[config.mk]
export PLATFORM = sky130hd
export DESIGN_NAME = bus_sequencer_flat
export DESIGN_NICKNAME = d
export VERILOG_FILES = /design/src/rtl/bus_sequencer_if.sv /design/src/rtl/bus_sequencer.sv /design/src/flat_wrapper.sv
export SDC_FILE = /design/constraint.sdc
export NUM_CORES = 1
export LEC_CHECK = 0
export CAP_MARGIN = 20
export CORE_MARGIN = 2
export CORE_UTILIZATION = 29
export CTS_CLUSTER_DIAMETER = 40
export DETAILED_ROUTE_END_ITERATION = 7
export HOLD_SLACK_MARGIN = 0.12
export PLACE_DENSITY = 0.84
export SYNTH_ARGS = -nofsm -noshare
export SYNTH_HDL_FRONTEND = slang
export SYNTH_SLANG_ARGS = --single-unit
[constraint.sdc]
create_clock -name clk -period 2.2 [get_ports clk]
set_clock_uncertainty 0.15 [all_clocks]
set_input_delay 0.66 -clock clk [delete_from_list [all_inputs] [get_ports clk]]
set_output_delay 0.66 -clock clk [all_outputs]
set_load 0.02 [all_outputs]
[src/rtl/bus_sequencer_if.sv]
// Control/handshake bundle between the bus sequencer and the datapath it steers.
interface bus_sequencer_if;
    logic [31:0] ir;
    logic        mem_ack;
    logic        pco, iro, maro, mdro, r0o, r1o;
    logic        pcin, irin, marin, mdrin, r0in, r1in;
    logic        pc_inc;
    logic        mdr_sel_mem;
    logic        mem_rd, mem_wr;
    logic        halted;
    logic [3:0]  state;

    modport master (
        input  ir, mem_ack,
        output pco, iro, maro, mdro, r0o, r1o,
        output pcin, irin, marin, mdrin, r0in, r1in,
        output pc_inc, mdr_sel_mem, mem_rd, mem_wr, halted, state
    );

    modport slave (
        output ir, mem_ack,
        input  pco, iro, maro, mdro, r0o, r1o,
        input  pcin, irin, marin, mdrin, r0in, r1in,
        input  pc_inc, mdr_sel_mem, mem_rd, mem_wr, halted, state
    );
endinterface

[src/rtl/bus_sequencer.sv]
// Fetch/decode/execute sequencer for the single-bus datapath; sole driver of all
// bus source enables, register load strobes and the memory handshake.
module bus_sequencer (
    input  logic            clk,
    input  logic            rst,
    bus_sequencer_if.master bus
);
    typedef enum logic [3:0] {
        StF0   = 4'd0,
        StF1   = 4'd1,
        StF2   = 4'd2,
        StEx   = 4'd3,
        StLd1  = 4'd4,
        StLd2  = 4'd5,
        StSt1  = 4'd6,
        StSt2  = 4'd7,
        StHalt = 4'd8
    } state_e;

    localparam logic [4:0] OpNop  = 5'd0;
    localparam logic [4:0] OpLd   = 5'd1;
    localparam logic [4:0] OpSt   = 5'd2;
    localparam logic [4:0] OpMov  = 5'd3;
    localparam logic [4:0] OpJmp  = 5'd4;
    localparam logic [4:0] OpHalt = 5'd5;

    state_e     state_q, state_d;
    logic [4:0] opcode;
    logic       rsel;

    assign opcode = bus.ir[31:27];
    assign rsel   = bus.ir[26];

    always_ff @(posedge clk) begin
        if (rst) begin
            state_q <= StF0;
        end else begin
            state_q <= state_d;
        end
    end

    always_comb begin
        state_d         = state_q;
        bus.pco         = 1'b0;
        bus.iro         = 1'b0;
        bus.maro        = 1'b0;
        bus.mdro        = 1'b0;
        bus.r0o         = 1'b0;
        bus.r1o         = 1'b0;
        bus.pcin        = 1'b0;
        bus.irin        = 1'b0;
        bus.marin       = 1'b0;
        bus.mdrin       = 1'b0;
        bus.r0in        = 1'b0;
        bus.r1in        = 1'b0;
        bus.pc_inc      = 1'b0;
        bus.mdr_sel_mem = 1'b0;
        bus.mem_rd      = 1'b0;
        bus.mem_wr      = 1'b0;
        bus.halted      = 1'b0;
        bus.state       = state_q;

        unique case (state_q)
            StF0: begin
                bus.pco    = 1'b1;
                bus.marin  = 1'b1;
                bus.pc_inc = 1'b1;
                state_d    = StF1;
            end
            StF1: begin
                bus.mem_rd      = 1'b1;
                bus.mdr_sel_mem = 1'b1;
                bus.mdrin       = bus.mem_ack;
                if (bus.mem_ack) state_d = StF2;
            end
            StF2: begin
                bus.mdro = 1'b1;
                bus.irin = 1'b1;
                state_d  = StEx;
            end
            StEx: begin
                // IR was loaded at the F2 edge, so the live input is already the new word.
                state_d = StF0;
                case (opcode)
                    OpLd: begin
                        bus.iro   = 1'b1;
                        bus.marin = 1'b1;
                        state_d   = StLd1;
                    end
                    OpSt: begin
                        bus.iro   = 1'b1;
                        bus.marin = 1'b1;
                        state_d   = StSt1;
                    end
                    OpMov: begin
                        bus.r0o  = ~rsel;
                        bus.r1in = ~rsel;
                        bus.r1o  = rsel;
                        bus.r0in = rsel;
                    end
                    OpJmp: begin
                        bus.iro  = 1'b1;
                        bus.pcin = 1'b1;
                    end
                    OpHalt:  state_d = StHalt;
                    OpNop:   state_d = StF0;
                    default: state_d = StF0;
                endcase
            end
            StLd1: begin
                bus.mem_rd      = 1'b1;
                bus.mdr_sel_mem = 1'b1;
                bus.mdrin       = bus.mem_ack;
                if (bus.mem_ack) state_d = StLd2;
            end
            StLd2: begin
                bus.mdro = 1'b1;
                bus.r0in = ~rsel;
                bus.r1in = rsel;
                state_d  = StF0;
            end
            StSt1: begin
                bus.r0o   = ~rsel;
                bus.r1o   = rsel;
                bus.mdrin = 1'b1;
                state_d   = StSt2;
            end
            StSt2: begin
                bus.mem_wr = 1'b1;
                if (bus.mem_ack) state_d = StF0;
            end
            StHalt: begin
                bus.halted = 1'b1;
            end
            default: state_d = StF0;
        endcase

        // Reset silences everything in the same cycle, including pending memory requests.
        if (rst) begin
            bus.pco         = 1'b0;
            bus.iro         = 1'b0;
            bus.maro        = 1'b0;
            bus.mdro        = 1'b0;
            bus.r0o         = 1'b0;
            bus.r1o         = 1'b0;
            bus.pcin        = 1'b0;
            bus.irin        = 1'b0;
            bus.marin       = 1'b0;
            bus.mdrin       = 1'b0;
            bus.r0in        = 1'b0;
            bus.r1in        = 1'b0;
            bus.pc_inc      = 1'b0;
            bus.mdr_sel_mem = 1'b0;
            bus.mem_rd      = 1'b0;
            bus.mem_wr      = 1'b0;
            bus.halted      = 1'b0;
            bus.state       = 4'd0;
        end
    end
endmodule

[src/flat_wrapper.sv]
// flat-port wrapper written by rule: the top's interface ports become plain ports
module bus_sequencer_flat 
  (clk, rst, bus_ir, bus_mem_ack, bus_pco, bus_iro, bus_maro, bus_mdro, bus_r0o, bus_r1o, bus_pcin, bus_irin, bus_marin, bus_mdrin, bus_r0in, bus_r1in, bus_pc_inc, bus_mdr_sel_mem, bus_mem_rd, bus_mem_wr, bus_halted, bus_state);
  bus_sequencer_if bus_i ();
  input  logic clk;
  input  logic rst;
  input wire logic [$bits(bus_i.ir)-1:0] bus_ir;
  input wire logic [$bits(bus_i.mem_ack)-1:0] bus_mem_ack;
  output wire logic [$bits(bus_i.pco)-1:0] bus_pco;
  output wire logic [$bits(bus_i.iro)-1:0] bus_iro;
  output wire logic [$bits(bus_i.maro)-1:0] bus_maro;
  output wire logic [$bits(bus_i.mdro)-1:0] bus_mdro;
  output wire logic [$bits(bus_i.r0o)-1:0] bus_r0o;
  output wire logic [$bits(bus_i.r1o)-1:0] bus_r1o;
  output wire logic [$bits(bus_i.pcin)-1:0] bus_pcin;
  output wire logic [$bits(bus_i.irin)-1:0] bus_irin;
  output wire logic [$bits(bus_i.marin)-1:0] bus_marin;
  output wire logic [$bits(bus_i.mdrin)-1:0] bus_mdrin;
  output wire logic [$bits(bus_i.r0in)-1:0] bus_r0in;
  output wire logic [$bits(bus_i.r1in)-1:0] bus_r1in;
  output wire logic [$bits(bus_i.pc_inc)-1:0] bus_pc_inc;
  output wire logic [$bits(bus_i.mdr_sel_mem)-1:0] bus_mdr_sel_mem;
  output wire logic [$bits(bus_i.mem_rd)-1:0] bus_mem_rd;
  output wire logic [$bits(bus_i.mem_wr)-1:0] bus_mem_wr;
  output wire logic [$bits(bus_i.halted)-1:0] bus_halted;
  output wire logic [$bits(bus_i.state)-1:0] bus_state;
  assign bus_i.ir = bus_ir;
  assign bus_i.mem_ack = bus_mem_ack;
  assign bus_pco = bus_i.pco;
  assign bus_iro = bus_i.iro;
  assign bus_maro = bus_i.maro;
  assign bus_mdro = bus_i.mdro;
  assign bus_r0o = bus_i.r0o;
  assign bus_r1o = bus_i.r1o;
  assign bus_pcin = bus_i.pcin;
  assign bus_irin = bus_i.irin;
  assign bus_marin = bus_i.marin;
  assign bus_mdrin = bus_i.mdrin;
  assign bus_r0in = bus_i.r0in;
  assign bus_r1in = bus_i.r1in;
  assign bus_pc_inc = bus_i.pc_inc;
  assign bus_mdr_sel_mem = bus_i.mdr_sel_mem;
  assign bus_mem_rd = bus_i.mem_rd;
  assign bus_mem_wr = bus_i.mem_wr;
  assign bus_halted = bus_i.halted;
  assign bus_state = bus_i.state;
  bus_sequencer u_core (.clk(clk), .rst(rst), .bus(bus_i));
endmodule
==> impl_metrics.ini, run 1 <==
[status]
status = finished with violations
violations = setup timing

[yosys]
netlist_instances = 73
avgSynthCellArea_um2 = 7.70
synth-simple-area-share = 0.508
synth_area_leaders = dfxtp_1, nor2b_1, nand3b_1
synth_edf_count = 0
ys.warnings.count = 0
synth_xor_area_frac = 0.0468
netlist_area_um2 = 562
async_reset_ff_frac = 0
yosys.area.top_type_share = 0.143
yosysUniqueCellTypes = 39
synth_adder_area_share = 0
ys_ff_latch = 4
syn_nets = 108
synthMuxAreaShare = 0.0356
ys_seq_area_frac = 0.143
yosysMostFrequentCell = nor2_1
synth_ff_type = dfxtp_1
synth_common_cells = nor2_1, nor2b_1, a21oi_1, dfxtp_1, nand3b_1
synth-compound-area-share = 0.160
synth_top_family_by_area = simple AND/OR/NAND/NOR gates
yosysTopAreaCell = dfxtp_1

[pwr]
power_uw = 375
p_leak_uw = 0.000577
power_density_mw_per_mm2 = 284
vdd_drop_max_mv = 0.370

[critical_path]
r2r.worst_path.cells = 10
slowest_delay_ns = 0.26
critPathMaxFanout = 3
path_class = in2out
worstSetupEndpointType = primary output
critical-path-slowest-cell = nor4b_4
crit_required_ns = 1.39
r2r_slack_ns = 0.24
timing.rr.start = u_core.state_q[0]
start_kind = primary input
path_depth = 7
crit_buf_inv = 4
crit_family = simple AND/OR/NAND/NOR gates
crit_start = bus_ir[30]
path_cells = buf_6, nor4b_4, buf_4, buf_6, nand4b_1, nand2b_1, buf_6
critPathArrivalTime_ns = 1.70
crit_path_frequent_cell = buf_6

[sta]
final-max-slew-violation-count = 0
setup-violations-final = 11
fin_tns_setup_ns = -1.81
layout_setup_ws_ns = -0.306
hold_violations = 0
period_needed_ns = 2.51
fin_crit_sh = 1.14
rsz0062_at_grt = yes
maxClockFrequency_mhz = 399

[die]
io_pins = 56
rows = 15
die_h_um = 48.0
initial_core_util = 0.315
die_x_um = 48.0
fp.coreArea_mm2 = 0.00178
dieArea_mm2 = 0.00231

[clocking]
cts.root.buffer_cell = clkbuf_4
clk_pin_slew_worst_paths_ns = 0.04
hold_buffers = 0
htreeDepth = 1
cts_made_buffers = 3
worstSkewPairLatency_ns = 0.23
cts_tree = built
cts_sinks = 4
cts_max_path_buffers = 2

[detailed_routing]
dr.pass1.iters = 4
ant_nets = 0
wl_um = 2090
wl_per_cell_um = 13.5
drc = 0
vias_per_cell = 4.98
vias = 772
drt_iter0_drc = 13

[global_routing]
grt_max_degree = 12
grt_pass1_vias = 766
grt-ovfl-total = 0
grt_pass1_wl_um = 3280
antenna_found_initial = 0
track_usage = 0.201

[finish]
area_growth_pct = 135
regMostFlops = u_core.state_q
layout-drive-gt1-share = 0.715
largest_reg_flops = 4
fillers = 125
reg.largest.list = u_core.state_q: 4 flops
layout.nets = 167
n_antenna_cell = 0

[place]
portBuffers = 28
gp_congestion = 0.786
hpwl_um = 1430

[min_path]
whs_path_depth = 2
hold_class = reg2reg
min_from = u_core.state_q[0]

[flow_run]
cap_violations = 0
==> layer usage <==
layer,track usage,up-vias,wire (um)
li1,-,384,-
met1,0.215,362,879
met2,0.408,24,1110
met5,0,-,0
met4,0.0162,0,19
met3,0.0415,2,85
==> power breakdown <==
group / total (uW) / switching (uW) / leakage (uW) / internal [uW]
combinational: 201 / 91.9 / 0.000528 / 109
sequential: 85.0 / 8.69 / 0.0000349 / 76.3
clock: 89.0 / 28.1 / 0.0000138 / 60.9
==> placed cells by master, fill, tap and decap left out, drive strengths merged, types with 3 or more instances in the layout <==
cell,count
a21oi,4
buf,58
clkbuf,4
dfxtp,4
nand2,3
nand3b,4
nor2,6
nor2b,5
nor4b,3
==> cell type report <==
| type | instances | area (um^2) | share of cell area |
|---|---|---|---|
| flip-flops and latches | 4 | 90.1 | 0.0683 |
| multi-input cells | 58 | 601 | 0.455 |
| well taps | 25 | 31.3 | 0.0237 |
| repair buffers | 63 | 567 | 0.430 |
| clock buffers | 3 | 22.5 | 0.0171 |
| inverters | 2 | 7.51 | 0.00569 |
==> final timing paths <==
| path | to |
|---|---|
| max reg2reg | u_core.state_q[2] |
| max | bus_marin |
| min reg2reg | u_core.state_q[0] |
| min | u_core.state_q[0] |
==> tightest hold or removal path, stage by stage (launching register included) <==
cell and delay [ns]:
dfxtp_2 0.36, buf_4 0.18, a21oi_1 0.12
==> cells by family after synthesis <==
family | count (synthesis)
mux | 2
compound gates | 13
xor+xnor | 3
other cells | 1
flops | 4
buf+inv | 11
simple gates | 39
==> stage by stage <==
stage	util	setup slack, ns	cells	cell area [um^2]	hold slack [ns]
4_1_cts	0.699	-0.292	154	1250	0.548
2_1_floorplan	-	-0.139	73	647	0.459
3_3_place_gp	0.592	-1.10	138	1050	0.537
5_1_grt	0.740	-0.370	155	1320	0.590
6_report	0.740	-0.306	155	1320	0.555
3_5_place_dp	0.592	-1.17	138	1050	0.549
==> repair_timing <==
action | CTS | global route
endpoints found under the setup margin | 20 | 20
pin swaps | 13 | 3
gates resized for setup | 144 | 30
setup buffers | 13 | 5
Note: power is estimated with default switching activity, not from simulation.
==> inputs of run 2 (changes only) <==
--- a/config.mk
+++ b/config.mk
@@ -12,6 +12,7 @@
 export DETAILED_ROUTE_END_ITERATION = 7
 export HOLD_SLACK_MARGIN = 0.12
 export PLACE_DENSITY = 0.84
+export RECOVER_POWER = 25
 export SYNTH_ARGS = -nofsm -noshare
 export SYNTH_HDL_FRONTEND = slang
 export SYNTH_SLANG_ARGS = --single-unit
==> run 2 against run 1 <==
The run still ends with setup timing left; final cell count stayed put; clock-buffer cell count stayed put; clock power hardly changed; largest power group unchanged; critical endpoint unchanged; fmax hardly changed; global-route usage stayed put; utilization is 0.63 points lower; sequential cell count stayed put; wire length is 0.19% higher; power hardly changed; die area stayed put.
==> impl_metrics.ini, run 2 (synthesized netlist as in run 1, its figures left out) <==
[status]
status = finished with violations
violations = setup timing

[finish]
final_cell_mix = buf_4, buf_6, buf_2, nor2_1, nand3b_1
largest_reg_flops = 4
fillers = 127
regMostFlops = u_core.state_q
layout-drive-gt1-share = 0.700
area_growth_pct = 133
fin_cells = 155
layout_commonest_cell = buf_4
layout.nets = 167
n_antenna_cell = 0
reg.largest.list = u_core.state_q: 4 flops
fin_area_mm2 = 0.00131

[detailed_routing]
vias = 771
vias_per_cell = 4.97
wl_um = 2100
drc = 0
dr.pass1.iters = 4
drt_iter0_drc = 11
wl_per_cell_um = 13.5
ant_nets = 0

[clocking]
hold_buffers = 0
cts_made_buffers = 3
cts.root.buffer_cell = clkbuf_4
cts_max_path_buffers = 2
htreeDepth = 1
worstSkewPairLatency_ns = 0.23
cts_tree = built
clk_pin_slew_worst_paths_ns = 0.04
cts_sinks = 4

[pwr]
vdd_drop_max_mv = 0.369
power_uw = 375
p_leak_uw = 0.000569
power_density_mw_per_mm2 = 287

[min_path]
hold_class = reg2reg
holdPathEnd = u_core.state_q[0]
min_from = u_core.state_q[0]
whs_path_depth = 2

[critical_path]
worstSetupEndpointType = primary output
critPathArrivalTime_ns = 1.70
critPathMaxFanout = 3
start_kind = primary input
r2r.worst_path.cells = 10
path_class = in2out
timing.rr.start = u_core.state_q[0]
reg2reg_to = u_core.state_q[2]
crit_required_ns = 1.39
r2r_slack_ns = 0.24

[die]
initial_core_util = 0.315
die_h_um = 48.0
rows = 15
die_x_um = 48.0
fp.coreArea_mm2 = 0.00178
io_pins = 56
dieArea_mm2 = 0.00231

[flow_run]
cap_violations = 0

[place]
portBuffers = 28
hpwl_um = 1430
gp_congestion = 0.786
dp_slack_ns = -1.17
place_inst = 138
place_area_mm2 = 0.00105

[global_routing]
grt_pass1_vias = 766
grt_max_degree = 12
antenna_found_initial = 0
track_usage = 0.201
grt-ovfl-total = 0
grt_pass1_wl_um = 3280

[sta]
maxClockFrequency_mhz = 399
layout_setup_ws_ns = -0.308
fin_tns_setup_ns = -2.55
hold_violations = 0
final-max-slew-violation-count = 0
rsz0062_at_grt = yes
period_needed_ns = 2.51
fin_crit_sh = 1.14
setup-violations-final = 15
==> run 2: changes by cell type in the layout (fill, tap and decap cells not counted), sizes merged <==
cell	delta
buf	-2
clkbuf	+2
==> run 2: worst max path at each step <==
stage | from | end | slack [ns] | cells after the start
after floorplan | bus_ir[30] | bus_r1o | -0.14 | 3
after global placement | bus_ir[30] | bus_marin | -1.10 | 6
after detailed placement | bus_ir[30] | bus_marin | -1.17 | 6
after CTS | bus_ir[31] | bus_r0in | -0.29 | 7
after global routing | bus_ir[30] | bus_r0in | -0.37 | 7
final | bus_ir[30] | bus_marin | -0.31 | 7
==> run 2: what timing repair did <==
action / in CTS / in global routing
pin swaps: 13 / 3
gates resized for setup: 144 / 30
endpoints found under the setup margin: 20 / 20
setup buffers: 13 / 5
cloned: 0 / 0
==> run 2: cell type report <==
| cell class | instances | area (um^2) | share of cell area |
|---|---|---|---|
| multi-input cells | 58 | 601 | 0.459 |
| flip-flops and latches | 4 | 90.1 | 0.0689 |
| well taps | 25 | 31.3 | 0.0239 |
| inverters | 2 | 7.51 | 0.00574 |
| clock buffers | 3 | 22.5 | 0.0172 |
| repair buffers | 63 | 556 | 0.425 |
==> run 2: per-layer routing <==
| layer | routed length, um | track usage | vias up |
|---|---|---|---|
| met3 | 84 | 0.0415 | 2 |
| met4 | 19 | 0.0162 | 0 |
| met5 | 0 | 0 | - |
| met1 | 879 | 0.215 | 363 |
| li1 | - | - | 382 |
| met2 | 1110 | 0.408 | 24 |
==> run 2: critical path, cell delays in order <==
cell	delay, ns
buf_6	0.09
nor4b_4	0.27
buf_4	0.19
buf_6	0.10
nand4b_1	0.13
nand2b_1	0.13
buf_6	0.12
==> run 2: metrics by stage <==
stage	util	hold WS (ns)
5_1_grt	0.733	0.590
3_3_place_gp	0.592	0.537
4_1_cts	0.699	0.548
2_1_floorplan	-	0.459
6_report	0.733	0.555
3_5_place_dp	0.592	0.549
==> run 2: where the power goes <==
group / switching (uW) / total, uW / internal (uW)
clock network: 28.1 / 89.0 / 60.9
logic: 91.9 / 201 / 109
registers: 8.58 / 84.9 / 76.3
total: 129 / 375 / 246
